[src/rtl/kp_emu_pkg.sv]
// Shared definitions for the keypad matrix emulator.
//   kp_state_t    : press-sequence state encoding
//   KEY_* ranges  : row/column index fields inside the 4-bit key code
//   LFSR_TAPS     : Galois feedback mask for x^8+x^6+x^5+x^4+1
package kp_emu_pkg;

  typedef enum logic [2:0] {
    IDLE,
    BOUNCE_IN,
    HELD,
    BOUNCE_OUT,
    DONE
  } kp_state_t;

  localparam int unsigned KEY_ROW_MSB = 3;
  localparam int unsigned KEY_ROW_LSB = 2;
  localparam int unsigned KEY_COL_MSB = 1;
  localparam int unsigned KEY_COL_LSB = 0;

  localparam logic [7:0] LFSR_TAPS = 8'hB8;

endpackage

[src/rtl/kp_lfsr8.sv]
// 8-bit right-shifting Galois LFSR used as the contact-chatter source.
//   clk  : clock
//   rst  : async active-high reset, loads SEED
//   en   : advance one step this cycle
//   out  : current LSB, used as the raw contact level
module kp_lfsr8
  import kp_emu_pkg::*;
#(
  parameter logic [7:0] SEED = 8'hA5
) (
  input  logic clk,
  input  logic rst,
  input  logic en,
  output logic out
);

  logic [7:0] state;

  always_ff @(posedge clk or posedge rst) begin
    if (rst) begin
      state <= SEED;
    end else if (en) begin
      state <= {1'b0, state[7:1]} ^ (state[0] ? LFSR_TAPS : 8'h00);
    end
  end

  assign out = state[0];

endmodule

[src/rtl/keypad_matrix_emulator.sv]
// Key-side model of a 4x4 scanned keypad: presses one requested key with
// contact bounce on make and break, holds it for a programmed time, then
// releases it.
//   clk, rst   : clock, async active-high reset
//   row        : row strobes from the scanner (active-high)
//   col        : column returns (active-high), combinational from row
//   req_valid / req_ready / req_key / req_hold : press request handshake
//   abort      : early release during bounce-in or hold
//   busy       : sequence in progress
//   done       : one-cycle completion pulse
module keypad_matrix_emulator
  import kp_emu_pkg::*;
#(
  parameter int unsigned BOUNCE_CYCLES = 16,
  parameter int unsigned HOLD_W        = 16,
  parameter logic [7:0]  LFSR_SEED     = 8'hA5
) (
  input  logic              clk,
  input  logic              rst,
  input  logic [3:0]        row,
  output logic [3:0]        col,
  input  logic              req_valid,
  output logic              req_ready,
  input  logic [3:0]        req_key,
  input  logic [HOLD_W-1:0] req_hold,
  input  logic              abort,
  output logic              busy,
  output logic              done
);

  localparam int unsigned BW        = (BOUNCE_CYCLES < 2) ? 1 : $clog2(BOUNCE_CYCLES + 1);
  localparam logic [BW-1:0] BCNT_LOAD = BW'(BOUNCE_CYCLES);
  localparam bit          NO_BOUNCE = (BOUNCE_CYCLES == 0);

  kp_state_t         state_q, state_d;
  logic [3:0]        key_q;
  logic [HOLD_W-1:0] hold_q, hcnt_q, hcnt_d, hold_eff;
  logic [BW-1:0]     bcnt_q, bcnt_d;
  logic              contact, lfsr_en, lfsr_bit, accept;

  kp_lfsr8 #(.SEED(LFSR_SEED)) u_lfsr (
    .clk (clk),
    .rst (rst),
    .en  (lfsr_en),
    .out (lfsr_bit)
  );

  assign req_ready = (state_q == IDLE) && !rst;
  assign accept    = req_valid && req_ready;
  assign hold_eff  = (req_hold == '0) ? HOLD_W'(1) : req_hold;

  always_ff @(posedge clk or posedge rst) begin
    if (rst) begin
      state_q <= IDLE;
      key_q   <= '0;
      hold_q  <= '0;
      hcnt_q  <= '0;
      bcnt_q  <= '0;
    end else begin
      state_q <= state_d;
      hcnt_q  <= hcnt_d;
      bcnt_q  <= bcnt_d;
      if (accept) begin
        key_q  <= req_key;
        hold_q <= hold_eff;
      end
    end
  end

  always_comb begin
    state_d = state_q;
    hcnt_d  = hcnt_q;
    bcnt_d  = bcnt_q;
    contact = 1'b0;
    lfsr_en = 1'b0;
    busy    = 1'b1;
    done    = 1'b0;
    case (state_q)
      IDLE: begin
        busy = 1'b0;
        if (accept) begin
          if (NO_BOUNCE) begin
            state_d = HELD;
            hcnt_d  = hold_eff;
          end else begin
            state_d = BOUNCE_IN;
            bcnt_d  = BCNT_LOAD;
          end
        end
      end
      BOUNCE_IN: begin
        lfsr_en = 1'b1;
        contact = (bcnt_q == BW'(1)) ? 1'b1 : lfsr_bit;
        if (abort) begin
          state_d = BOUNCE_OUT;
          bcnt_d  = BCNT_LOAD;
        end else if (bcnt_q == BW'(1)) begin
          state_d = HELD;
          hcnt_d  = hold_q;
        end else begin
          bcnt_d = bcnt_q - BW'(1);
        end
      end
      HELD: begin
        contact = 1'b1;
        if (abort || hcnt_q == HOLD_W'(1)) begin
          if (NO_BOUNCE) begin
            state_d = DONE;
          end else begin
            state_d = BOUNCE_OUT;
            bcnt_d  = BCNT_LOAD;
          end
        end else begin
          hcnt_d = hcnt_q - HOLD_W'(1);
        end
      end
      BOUNCE_OUT: begin
        lfsr_en = 1'b1;
        contact = (bcnt_q == BW'(1)) ? 1'b0 : lfsr_bit;
        if (bcnt_q == BW'(1)) begin
          state_d = DONE;
        end else begin
          bcnt_d = bcnt_q - BW'(1);
        end
      end
      DONE: begin
        done    = 1'b1;
        state_d = IDLE;
      end
      default: begin
        state_d = IDLE;
      end
    endcase
  end

  // Only the captured key's column can answer, and only while its row is strobed.
  always_comb begin
    col = '0;
    for (int unsigned k = 0; k < 4; k++) begin
      col[k] = contact && row[key_q[KEY_ROW_MSB:KEY_ROW_LSB]]
               && (key_q[KEY_COL_MSB:KEY_COL_LSB] == 2'(k));
    end
  end

endmodule

[config.mk]
export PLATFORM = sky130hd
export DESIGN_NAME = keypad_matrix_emulator
export DESIGN_NICKNAME = d
export VERILOG_FILES = /design/src/rtl/kp_emu_pkg.sv /design/src/rtl/kp_lfsr8.sv /design/src/rtl/keypad_matrix_emulator.sv
export SDC_FILE = /design/constraint.sdc
export NUM_CORES = 1
export LEC_CHECK = 0
export ABC_AREA = 1
export CORE_MARGIN = 5
export CORE_UTILIZATION = 61
export CTS_CLUSTER_DIAMETER = 40
export DETAILED_ROUTE_END_ITERATION = 7
export GPL_TIMING_DRIVEN = 0
export PLACE_DENSITY = 0.86
export SLEW_MARGIN = 20
export SYNTH_ARGS = -nofsm -noshare
export SYNTH_HDL_FRONTEND = slang
export SYNTH_HIERARCHICAL = 1
export SYNTH_SLANG_ARGS = --single-unit
[constraint.sdc]
create_clock -name clk -period 2.8 [get_ports clk]
set_clock_uncertainty 0.15 [all_clocks]
set_input_delay 0.56 -clock clk [delete_from_list [all_inputs] [get_ports clk]]
set_output_delay 0.56 -clock clk [all_outputs]
set_load 0.02 [all_outputs]
==> flow_metrics.py, run 1 <==
metrics = {
    "power": {
        "power_mw": 3.61,
        "p_leak_nw": 1.80,
        "vdd_drop_max_uv": 446,
        "cellPowerDensity_nw_per_um2": 996,
    },
    "clock_network": {
        "cts.clk_slew.worst_paths_ps": 90,
        "insertion_delay_ps": 300,
        "htreeDepth": 2,
        "cts_buffers": 5,
        "post_cts_buffers": 0,
        "cts_tree": "yes",
        "cts.sinks": 52,
        "cts_hold_buf": 0,
        "clock-root-buffer": "clkbuf_8",
        "max-clock-path-buffers": 2,
    },
    "final_layout": {
        "ff_latch_area_um2": 1310,
        "nets": 491,
        "multi_input_area_um2": 1510,
        "diodes": 0,
        "layout.cells.non_filler": 530,
        "fill_cells": 395,
        "drive_gt1_share_pct": 16.5,
        "area_growth_pct": 16.7,
    },
    "global_routing": {
        "antenna_found_initial": 0,
        "grt_use_total_pct": 23.2,
        "grt_overflow_total": 0,
        "grt_max_degree": 36,
        "grt_pass1_vias": 2718,
        "grt_pass1_wl_mm": 12.2,
    },
    "placed_design": {
        "io_buffers": 34,
        "place_congestion": 0.904,
        "place_hpwl_mm": 5.21,
        "dp.cells": 522,
        "dp_slack_ps": 17.6,
    },
    "detailed_routing": {
        "viasPerCell": 5.26,
        "detail-route-antenna-nets": 0,
        "dr.pass1.iters": 5,
        "route.vias.total": 2790,
        "drt_iter0_drc": 271,
        "finalWirelength_mm": 6.73,
        "detail_route.wl_per_cell_um": 12.7,
        "drt_drc_violations_left": 0,
    },
    "critical_path": {
        "max_stage_delay_ps": 390,
        "path_max_fanout": 7,
        "start_kind": "flip-flop",
        "arrival_ps": 1860,
        "crit_start": "bcnt_q[1]$_DFFE_PP0P_",
        "required_ps": 2090,
        "worstSetupPathType": "flip-flop to primary output",
        "end_kind": "primary output",
        "worst_path_max_delay_cell": "dfrtp_1",
        "worstReg2RegStart": "hcnt_q[1]$_DFFE_PP0P_",
        "crit_chain": "inv_1 > ha_1 > nand3_2 > inv_2 > o21ai_0 > nand3_1 > nand2_1 > nor2_1 > clkbuf_2",
    },
    "floorplan": {
        "fp.dieH_um": 81.4,
        "row_count": 26,
        "core-area_um2": 5040,
        "io_pins": 35,
        "die_w_um": 81.4,
        "dieArea_um2": 6620,
        "start_util_pct": 61.6,
    },
    "hold_path": {
        "min-delay-start": "u_lfsr/state[7]$_DFFE_PP1P_",
        "hold_path_class": "flip-flop to flip-flop",
    },
    "yosys": {
        "yosysTopAreaCell": "dfrtp_1",
        "syn-instance-count": 417,
        "synth_nets": 449,
        "yosysWarnings": 6,
        "synthArstFlopShare_pct": 100,
        "syn_avg_cell_area_um2": 7.45,
        "synthFlopType": "dfrtp_1",
        "yosys_register_bits": 52,
        "synth_edf_count": 0,
        "synthTopCellsByArea": "dfrtp_1 (39%), nand2_1 (16%), inv_1 (5.6%)",
        "synth_top_cell_area_share_pct": 38.6,
        "syn-cell-area_um2": 3110,
        "seq_area_frac_synth_pct": 42.0,
        "ys_types": 33,
    },
    "timing": {
        "tightest_slew_ps": 380,
        "fin_crit_sh_pct": 91.6,
        "hold_viol_final": 0,
        "finalSetupTns_ps": 0,
        "maxSlewViolCount": 0,
        "hold-worst-slack_ps": 326,
        "fin_ws_ps": 234,
        "rsz0062_at_grt": "no",
        "fmax_ghz": 0.390,
        "period_needed_ps": 2570,
        "setup_viol": 0,
        "slew_headroom_pct": 74.7,
    },
    "status": {
        "status": "complete, no violations",
    },
    "flow_run": {
        "maxCapViolations": 0,
    },
}
[path summary, 6_finish.rpt]
| path | to | slack [ps] | cells after the start |
|---|---|---|---|
| setup / recovery | col[1] | 230 | 9 |
| hold / removal | u_lfsr/state[7]$_DFFE_PP1P_ | 330 | 2 |
| setup reg to reg | hcnt_q[5]$_DFFE_PP0P_ | 1060 | 10 |
| hold reg to reg | u_lfsr/state[7]$_DFFE_PP1P_ | 330 | 2 |
| max in group asynchronous | hold_q[10]$_DFFE_PP0P_ | 1540 | 3 |
| min in group asynchronous | state_q[2]$_DFFE_PP0P_ | 490 | 2 |
[area by class of cell]
cell class	count	share of cell area (%)
repair buffers	35	9.38
flip-flops and latches	52	36.0
clock inverters	2	0.276
clock buffers	6	2.28
plain buffers	10	2.34
multi-input cells	300	41.6
well taps	70	2.41
inverters	55	5.76
[flip-flops by register name, indices dropped and copies added (netlist names)]
register and count:
hcnt_q 16, hold_q 16, u_lfsr/state 8, bcnt_q 5, key_q 4, state_q 3
[per-stage QoR]
| step | util (%) | instance area (µm²) |
|---|---|---|
| floorplan | - | 3110 |
| global placement | 70.1 | 3540 |
| detailed placement | 70.5 | 3560 |
| CTS | 72.3 | 3640 |
| global route | 72.0 | 3630 |
| finish | 72.0 | 3630 |
[synthesized netlist by cell type (4+ instances only)]
library cell  number
nand2_1          130
dfrtp_1           48
inv_1             46
nor2_1            41
o21ai_0           27
nand3_1           22
a21oi_1           10
inv_2              8
nand3_2            8
o21ai_1            8
nor2_2             7
o21ai_2            7
buf_6              6
nand2_2            6
or2_2              5
dfstp_2            4
ha_1               4
nand4_1            4
[critical path: cells and delay by family, from the launching register on]
kind	cells	cell delay (ps)
AND/OR/NAND/NOR	4	500
buffers and inverters	3	410
flip-flops	1	390
adder cells (fa/ha/maj)	1	170
AO/OA/AOI/OAI	1	80
[what timing repair did]
item | CTS | global route
endpoints found under the hold margin | 0 | 0
endpoints found under the setup margin | 4 | 4
resized for setup | 4 | 8
gates cloned | 0 | 0
[layout by cell type, fill, tap and decap left out, drive strengths merged]
master and count:
nand3 32, xor2 2, o21ai 42, clkinv 2, nor3 3, a21o 1, o22ai 1, o2111ai 2
nand4 4, nand2 138, clkbuf 12, xnor2 1, or2 5, buf 9, dfrtp 48, a21oi 10
dfstp 4, ha 4, a22oi 1, mux2 1, clkdlybuf4s50 30, o211ai 2, nor2 51, inv 55
[cell families (layout without fill, tap and decap cells)]
| logic type | count (synthesis) | in the layout | share of synthesized area, % |
|---|---|---|---|
| AOI/OAI and AO/OA | 59 | 59 | 11.0 |
| xor gates and xnor gates | 3 | 3 | 0.846 |
| adders and majority gates | 4 | 4 | 1.61 |
| buffers and inverters | 65 | 108 | 9.46 |
| DFF | 52 | 52 | 42.0 |
| muxes | 1 | 1 | 0.483 |
| and+or+nand+nor | 233 | 233 | 34.6 |
[per-layer routing]
| metal | track usage, % | part of all wire, % | up-vias |
|---|---|---|---|
| li1 | - | - | 1404 |
| met1 | 31.1 | 46 | 1300 |
| met2 | 38.4 | 48 | 78 |
| met3 | 4.55 | 4.5 | 8 |
| met4 | 6.42 | 1.1 | 0 |
| met5 | 0 | 0 | - |
[where the power goes]
| part | leakage (nW) | switching, mW | total [mW] | internal (mW) |
|---|---|---|---|---|
| Clock | 0.0510 | 0.241 | 0.439 | 0.198 |
| Sequential | 0.644 | 0.242 | 1.28 | 1.04 |
| Combinational | 1.10 | 1.18 | 1.89 | 0.709 |
(Power assumes the default switching activity.)
==> run 2, diff against run 1 <==
- CTS_BUF_LIST: not set -> sky130_fd_sc_hd__clkbuf_8 sky130_fd_sc_hd__clkbuf_16
==> results of run 2 <==
Same layout as run 1: the final DEF is identical, and so are final timing and power.
